<file path="src/rtl/dsp_aw_channel.sv">
// Per-master AW dispatcher: decodes the target slave and tracks per-burst W routing.
// Optional WLAST consistency check enabled by defining DSP_AW_WLAST_CHK_EN.

// In-order FIFO with registered storage; head entry is visible on rd_dat.
// Latency: a pushed entry reaches the head the cycle after the push.
// Backpressure: pushes while full and pops while empty are ignored; no full bypass.
module dsp_aw_fifo #(
  parameter int W     = 8,
  parameter int DEPTH = 4
) (
  input  logic         core_clk,
  input  logic         arst_n,
  input  logic         wr_vld,
  input  logic [W-1:0] wr_dat,
  input  logic         rd_rdy,
  output logic [W-1:0] rd_dat,
  output logic         full,
  output logic         empty
);

  localparam int AW = $clog2(DEPTH);
  localparam logic [AW:0] PTR_ONE = (AW+1)'(1);

  logic [W-1:0] mem [DEPTH];
  logic [AW:0]  wr_ptr;
  logic [AW:0]  rd_ptr;
  logic         do_wr;
  logic         do_rd;

  // Extra pointer bit distinguishes full from empty when the indices match.
  assign empty  = (wr_ptr == rd_ptr);
  assign full   = (wr_ptr[AW] != rd_ptr[AW]) && (wr_ptr[AW-1:0] == rd_ptr[AW-1:0]);
  assign do_wr  = wr_vld & ~full;
  assign do_rd  = rd_rdy & ~empty;
  assign rd_dat = mem[rd_ptr[AW-1:0]];

  always_ff @(posedge core_clk or negedge arst_n) begin
    if (!arst_n) begin
      wr_ptr <= '0;
      rd_ptr <= '0;
      for (int i = 0; i < DEPTH; i++) mem[i] <= '0;
    end else begin
      if (do_wr) begin
        mem[wr_ptr[AW-1:0]] <= wr_dat;
        wr_ptr              <= wr_ptr + PTR_ONE;
      end
      if (do_rd) rd_ptr <= rd_ptr + PTR_ONE;
    end
  end

endmodule

// Forwards master AW to the decoded slave and steers W beats burst by burst.
// Latency: AW appears on sa_AW* one cycle after acceptance; W routes from the next cycle.
// Backpressure: AWREADY drops when the output slot is stalled or the route FIFO is full.
module dsp_aw_channel #(
  parameter int SLV_AMT        = 2,
  parameter int ADDR_WIDTH     = 32,
  parameter int TRANS_ID_W     = 5,
  parameter int LEN_W          = 8,
  parameter int OUTST_AMT      = 4,
  parameter int SLV_ID_W       = $clog2(SLV_AMT),
  parameter int SLV_ID_MSB_IDX = 30,
  parameter int SLV_ID_LSB_IDX = 30
) (
  input  logic                  ACLK_i,
  input  logic                  ARESETn_i,
  input  logic [TRANS_ID_W-1:0] m_AWID_i,
  input  logic [ADDR_WIDTH-1:0] m_AWADDR_i,
  input  logic [LEN_W-1:0]      m_AWLEN_i,
  input  logic                  m_AWVALID_i,
  output logic                  m_AWREADY_o,
  output logic [TRANS_ID_W-1:0] sa_AWID_o,
  output logic [ADDR_WIDTH-1:0] sa_AWADDR_o,
  output logic [LEN_W-1:0]      sa_AWLEN_o,
  output logic [SLV_AMT-1:0]    sa_AWVALID_o,
  input  logic [SLV_AMT-1:0]    sa_AWREADY_i,
  output logic [SLV_ID_W-1:0]   dsp_WDATA_slv_id_o,
  output logic                  dsp_WDATA_disable_o,
  input  logic                  dsp_WDATA_WVALID_i,
  input  logic                  dsp_WDATA_WREADY_i
`ifdef DSP_AW_WLAST_CHK_EN
  ,
  input  logic                  dsp_WDATA_WLAST_i,
  output logic                  err_WLAST_o
`endif
);

  typedef struct packed {
    logic [SLV_ID_W-1:0] slv_id;
    logic [LEN_W-1:0]    len;
  } route_t;

  typedef struct packed {
    logic [SLV_ID_W-1:0]   slv_id;
    logic [TRANS_ID_W-1:0] awid;
    logic [ADDR_WIDTH-1:0] addr;
    logic [LEN_W-1:0]      len;
  } aw_slot_t;

  aw_slot_t            slot_q;
  logic                slot_vld;
  logic [SLV_ID_W-1:0] aw_slv_id;
  logic                aw_drainable;
  logic                aw_acc;

  route_t              route_push_dat;
  route_t              route_head;
  logic                fifo_full;
  logic                fifo_empty;
  logic                w_beat;
  logic                w_last;
  logic                route_pop;
  logic [LEN_W-1:0]    beat_cnt;

  assign aw_slv_id    = m_AWADDR_i[SLV_ID_MSB_IDX:SLV_ID_LSB_IDX];
  assign aw_drainable = ~slot_vld | sa_AWREADY_i[slot_q.slv_id];
  // Full FIFO blocks even when a pop is pending this cycle.
  assign m_AWREADY_o  = ARESETn_i & aw_drainable & ~fifo_full;
  assign aw_acc       = m_AWVALID_i & m_AWREADY_o;

  always_ff @(posedge ACLK_i or negedge ARESETn_i) begin
    if (!ARESETn_i) begin
      slot_vld <= 1'b0;
      slot_q   <= '0;
    end else if (aw_acc) begin
      slot_vld <= 1'b1;
      slot_q   <= '{slv_id: aw_slv_id, awid: m_AWID_i, addr: m_AWADDR_i, len: m_AWLEN_i};
    end else if (slot_vld && sa_AWREADY_i[slot_q.slv_id]) begin
      slot_vld <= 1'b0;
    end
  end

  always_comb begin
    sa_AWVALID_o = '0;
    if (slot_vld) sa_AWVALID_o[slot_q.slv_id] = 1'b1;
  end

  assign sa_AWID_o   = slot_q.awid;
  assign sa_AWADDR_o = slot_q.addr;
  assign sa_AWLEN_o  = slot_q.len;

  assign route_push_dat = '{slv_id: aw_slv_id, len: m_AWLEN_i};

  dsp_aw_fifo #(
    .W     ($bits(route_t)),
    .DEPTH (OUTST_AMT)
  ) u_route_fifo (
    .core_clk (ACLK_i),
    .arst_n   (ARESETn_i),
    .wr_vld   (aw_acc),
    .wr_dat   (route_push_dat),
    .rd_rdy   (route_pop),
    .rd_dat   (route_head),
    .full     (fifo_full),
    .empty    (fifo_empty)
  );

  assign dsp_WDATA_disable_o = fifo_empty;
  assign dsp_WDATA_slv_id_o  = route_head.slv_id;

  assign w_beat    = dsp_WDATA_WVALID_i & dsp_WDATA_WREADY_i & ~fifo_empty;
  assign w_last    = (beat_cnt == route_head.len);
  assign route_pop = w_beat & w_last;

  always_ff @(posedge ACLK_i or negedge ARESETn_i) begin
    if (!ARESETn_i) begin
      beat_cnt <= '0;
    end else if (w_beat) begin
      beat_cnt <= w_last ? '0 : beat_cnt + LEN_W'(1);
    end
  end

`ifdef DSP_AW_WLAST_CHK_EN
  always_ff @(posedge ACLK_i or negedge ARESETn_i) begin
    if (!ARESETn_i) begin
      err_WLAST_o <= 1'b0;
    end else if (w_beat && (dsp_WDATA_WLAST_i != w_last)) begin
      err_WLAST_o <= 1'b1;
    end
  end
`endif

endmodule

</file>
<file path="config.mk">
export PLATFORM = sky130hd
export DESIGN_NAME = dsp_aw_channel
export DESIGN_NICKNAME = d
export VERILOG_FILES = /design/src/rtl/dsp_aw_channel.sv
export SDC_FILE = /design/constraint.sdc
export NUM_CORES = 1
export LEC_CHECK = 0
export CORE_MARGIN = 8
export CORE_UTILIZATION = 40
export CTS_BUF_LIST = sky130_fd_sc_hd__clkbuf_2 sky130_fd_sc_hd__clkbuf_4 sky130_fd_sc_hd__clkbuf_8
export CTS_CLUSTER_SIZE = 25
export DETAILED_ROUTE_END_ITERATION = 12
export GPL_TIMING_DRIVEN = 1
export PLACE_DENSITY_LB_ADDON = 0.05
export SYNTH_ARGS = -nofsm -noshare
export SYNTH_HDL_FRONTEND = slang
export SYNTH_SLANG_ARGS = --single-unit
export TNS_END_PERCENT = 100
</file>
<file path="constraint.sdc">
create_clock -name ACLK_i -period 2.7 [get_ports ACLK_i]
set_input_delay 0.81 -clock ACLK_i [delete_from_list [all_inputs] [get_ports ACLK_i]]
set_output_delay 0.81 -clock ACLK_i [all_outputs]
set_load 0.02 [all_outputs]
</file>
==> metrics <==
status finished clean; Total Routed Length 9192 µm; DP Area 5423 µm²; element type at the critical path start input port; Distinct cells, synth 35; TritonRoute pass-1 iters 3; Clock Latency Late Sink 0.37 ns; H-tree levels 3; first-pass GRT wire length 15,500 µm; mapped cell area 4174 µm²; Required @ worst endpoint 1.89 ns; fin crit share 96.26%; Final Instance Area 5604 µm²; Post-Synthesis Cells 279; final hold violations 0; static leakage 0.002360 µW; IO Pins 102; Final Net Count 451; die width 118.2 µm; min Tclk post-route 2.599 ns; placed cell count 518; fmax 384.7 MHz; Rel. slew slack 50.36%; flops & latches, synth 96; drc violations 0; P per Cell Area 1165 nW/µm²; gr usage total 13.96%; Detail Route Antenna Nets 0; layout cell share with drive strength beyond 1 27.96%; # Max-Cap Violations 0; worst path buffer plus inverter count 2; vias per cell 4.947; setup violators final 0; CP Class in -> out; Root Driver clkbuf_8; CORE AREA 10,230 µm²; PostCTS Resize Cnt 8; DR iter-0 viols 53; Port Buffers 101; largest net degree at the start of global routing 60; Clock Tree Buf Depth 2; Worst-Margin Slew 0.7446 ns; Ys Warns 0; slowest CP cell clkdlybuf4s50_1; CTS tree yes; Mapped Avg Cell Area 14.96 µm²; area grow syn2layout 34.26%; fin util 54.78%; initial antenna violation count 0; CP Data Arrival Time 1.79 ns; Max IR drop VDD 535.3 µV; Post-CTS Setup Inserts 0; number of inserted diodes 0; crit end category output port; post-synthesis net count 337; worst hold-check path type reg -> reg; Slew Limit Fails 0; global placement routability congestion 0.7377; CP cell instances clkdlybuf4s50_1 > mux2i_1 > nand2_1 > and3_1 > buf_2; hold buffers post-CTS 0; RSZ-0062 raised after global routing false; row count 37; Starting Density 40.80%; clock sinks 96; CTS buffer count 9; slowest stage delay, CP 0.40 ns; Seq/Total Area, Yosys 57.55%; via count 2,637; Post-Layout Cell Count 533; Clock Pin Slew Worst Setup and Hold Paths 0.09 ns; hpwl dp 6585 µm; global route total overflow 0; wire per inst 17.25 µm; die area 13,960 µm²; crit-path max FO 2; cell family with most CP delay buffers and inverters; WHS 0.4943 ns; die height 118.2 µm; fillcell total 892; clock skew 0.005384 ns; vias in the first global route 2,921
==> through the flow <==
step                      setup TNS, ns  power (µW)  setup WS (ns)
after floorplan                       0        4447         0.5322
after global placement          -0.2910        5694        -0.2910
after detailed placement        -0.3230        5757        -0.3230
after CTS                             0        6652        0.09297
after global routing                  0        6969       0.002142
final                                 0        6529         0.1009
==> power breakdown <==
part | switching, µW | leakage (µW) | total (µW) | internal, µW
Sequential | 425 | 0.00115 | 2560 | 2130
Clock | 495 | 0.0000852 | 863 | 367
Combinational | 1400 | 0.00113 | 3110 | 1710
==> Yosys cell counts <==
master,n,share of area (%)
dfrtp_1,96,58
mux2_2,63,17
mux2_1,19,5.1
nand2_1,18,1.6
xnor2_1,13,2.7
mux4_2,8,4.3
ha_1,6,1.8
buf_2,5,0.60
nor2_1,5,0.45
nor3_1,4,0.48
o21ai_0,4,0.48
xor2_1,4,0.84
inv_1,3,0.27
nand3_1,3,0.36
xnor2_2,3,1.2
and3_1,2,0.30
clkbuf_1,2,0.18
nand2_2,2,0.30
nor2b_1,2,0.30
nor4_1,2,0.30
a31o_2,1,0.21
a31oi_1,1,0.15
and2_1,1,0.15
and4_1,1,0.21
buf_4,1,0.18
buf_6,1,0.27
mux2i_1,1,0.24
mux4_1,1,0.63
nand4_2,1,0.30
nand4_4,1,0.51
nor3_4,1,0.39
o211ai_1,1,0.18
o21ai_1,1,0.12
o22ai_1,1,0.15
or3_1,1,0.15
==> metal layers <==
layer	routed length (µm)	track usage [%]	vias to the layer above	part of all wire, %
met1	3952	16.46	1341	43
met4	98	4.323	0	1.1
met2	4346	21.78	65	47
met3	794	7.139	9	8.6
met5	0	0	-	0
li1	-	-	1222	-
==> area by class of cell <==
| type | instances | area (µm²) | area share (%) |
|---|---|---|---|
| clock buffers | 11 | 145.1 | 2.590 |
| clock inverters | 4 | 28.78 | 0.5135 |
| inverters | 3 | 11.26 | 0.2009 |
| multi-input cells | 171 | 1725 | 30.79 |
| flip-flops and latches | 96 | 2402 | 42.87 |
| well taps | 136 | 170.2 | 3.036 |
| repair buffers | 112 | 1121 | 20.00 |
==> state kept, by name (all words and copies together) (netlist names) <==
name,cells
u_route_fifo.wr_ptr,3
sa_AWID_o,5
sa_AWLEN_o,8
u_route_fifo.mem,36
slot_vld,1
beat_cnt,8
sa_AWADDR_o,32
u_route_fifo.rd_ptr,3
==> cells by family after synthesis <==
logic type | synth area share, %
flip-flops | 57.55
multiplexers | 27.31
XOR/XNOR | 4.736
adder cells (fa/ha/maj) | 1.799
buffers and inverters | 1.499
AND/OR/NAND/NOR | 5.815
AO/OA/AOI/OAI | 1.289
==> worst paths after layout <==
check	slack, ns	end	from	cells after the start
setup reg to reg	0.30	u_route_fifo.rd_ptr[1]$_DFFE_PN0P_	u_route_fifo.rd_ptr[0]$_DFFE_PN0P_	6
setup / recovery	0.10	m_AWREADY_o	sa_AWREADY_i[1]	5
min in group asynchronous	0.50	sa_AWID_o[3]$_DFFE_PN0P_	ARESETn_i	2
hold reg to reg	0.49	u_route_fifo.mem[21]$_DFFE_PN0P_	u_route_fifo.mem[21]$_DFFE_PN0P_	1
max in group asynchronous	1.07	u_route_fifo.mem[3]$_DFFE_PN0P_	ARESETn_i	3
hold / removal	0.49	u_route_fifo.mem[21]$_DFFE_PN0P_	u_route_fifo.mem[21]$_DFFE_PN0P_	1
==> worst reg2reg max path: stages, from the launching register on <==
cell     delay (ns)
dfrtp_1        0.48
buf_12         0.19
mux4_1         0.59
xnor2_1        0.29
nand4_4        0.19
nor3_4         0.21
mux2_1         0.34
==> cells in the final DEF (no fill, tap or decap), types with 3 or more instances in the layout <==
cell type / n
clkdlybuf4s50_1: 97
dfrtp_1: 96
mux2_2: 63
mux2_1: 19
nand2_1: 18
xnor2_1: 11
clkbuf_8: 10
buf_4: 9
mux4_2: 8
ha_1: 6
xnor2_2: 5
nor2_1: 5
xor2_1: 4
nor3_1: 4
o21ai_0: 4
inv_1: 3
nand3_1: 3
buf_12: 3
No activity file was read; power rests on OpenSTA's default activity.
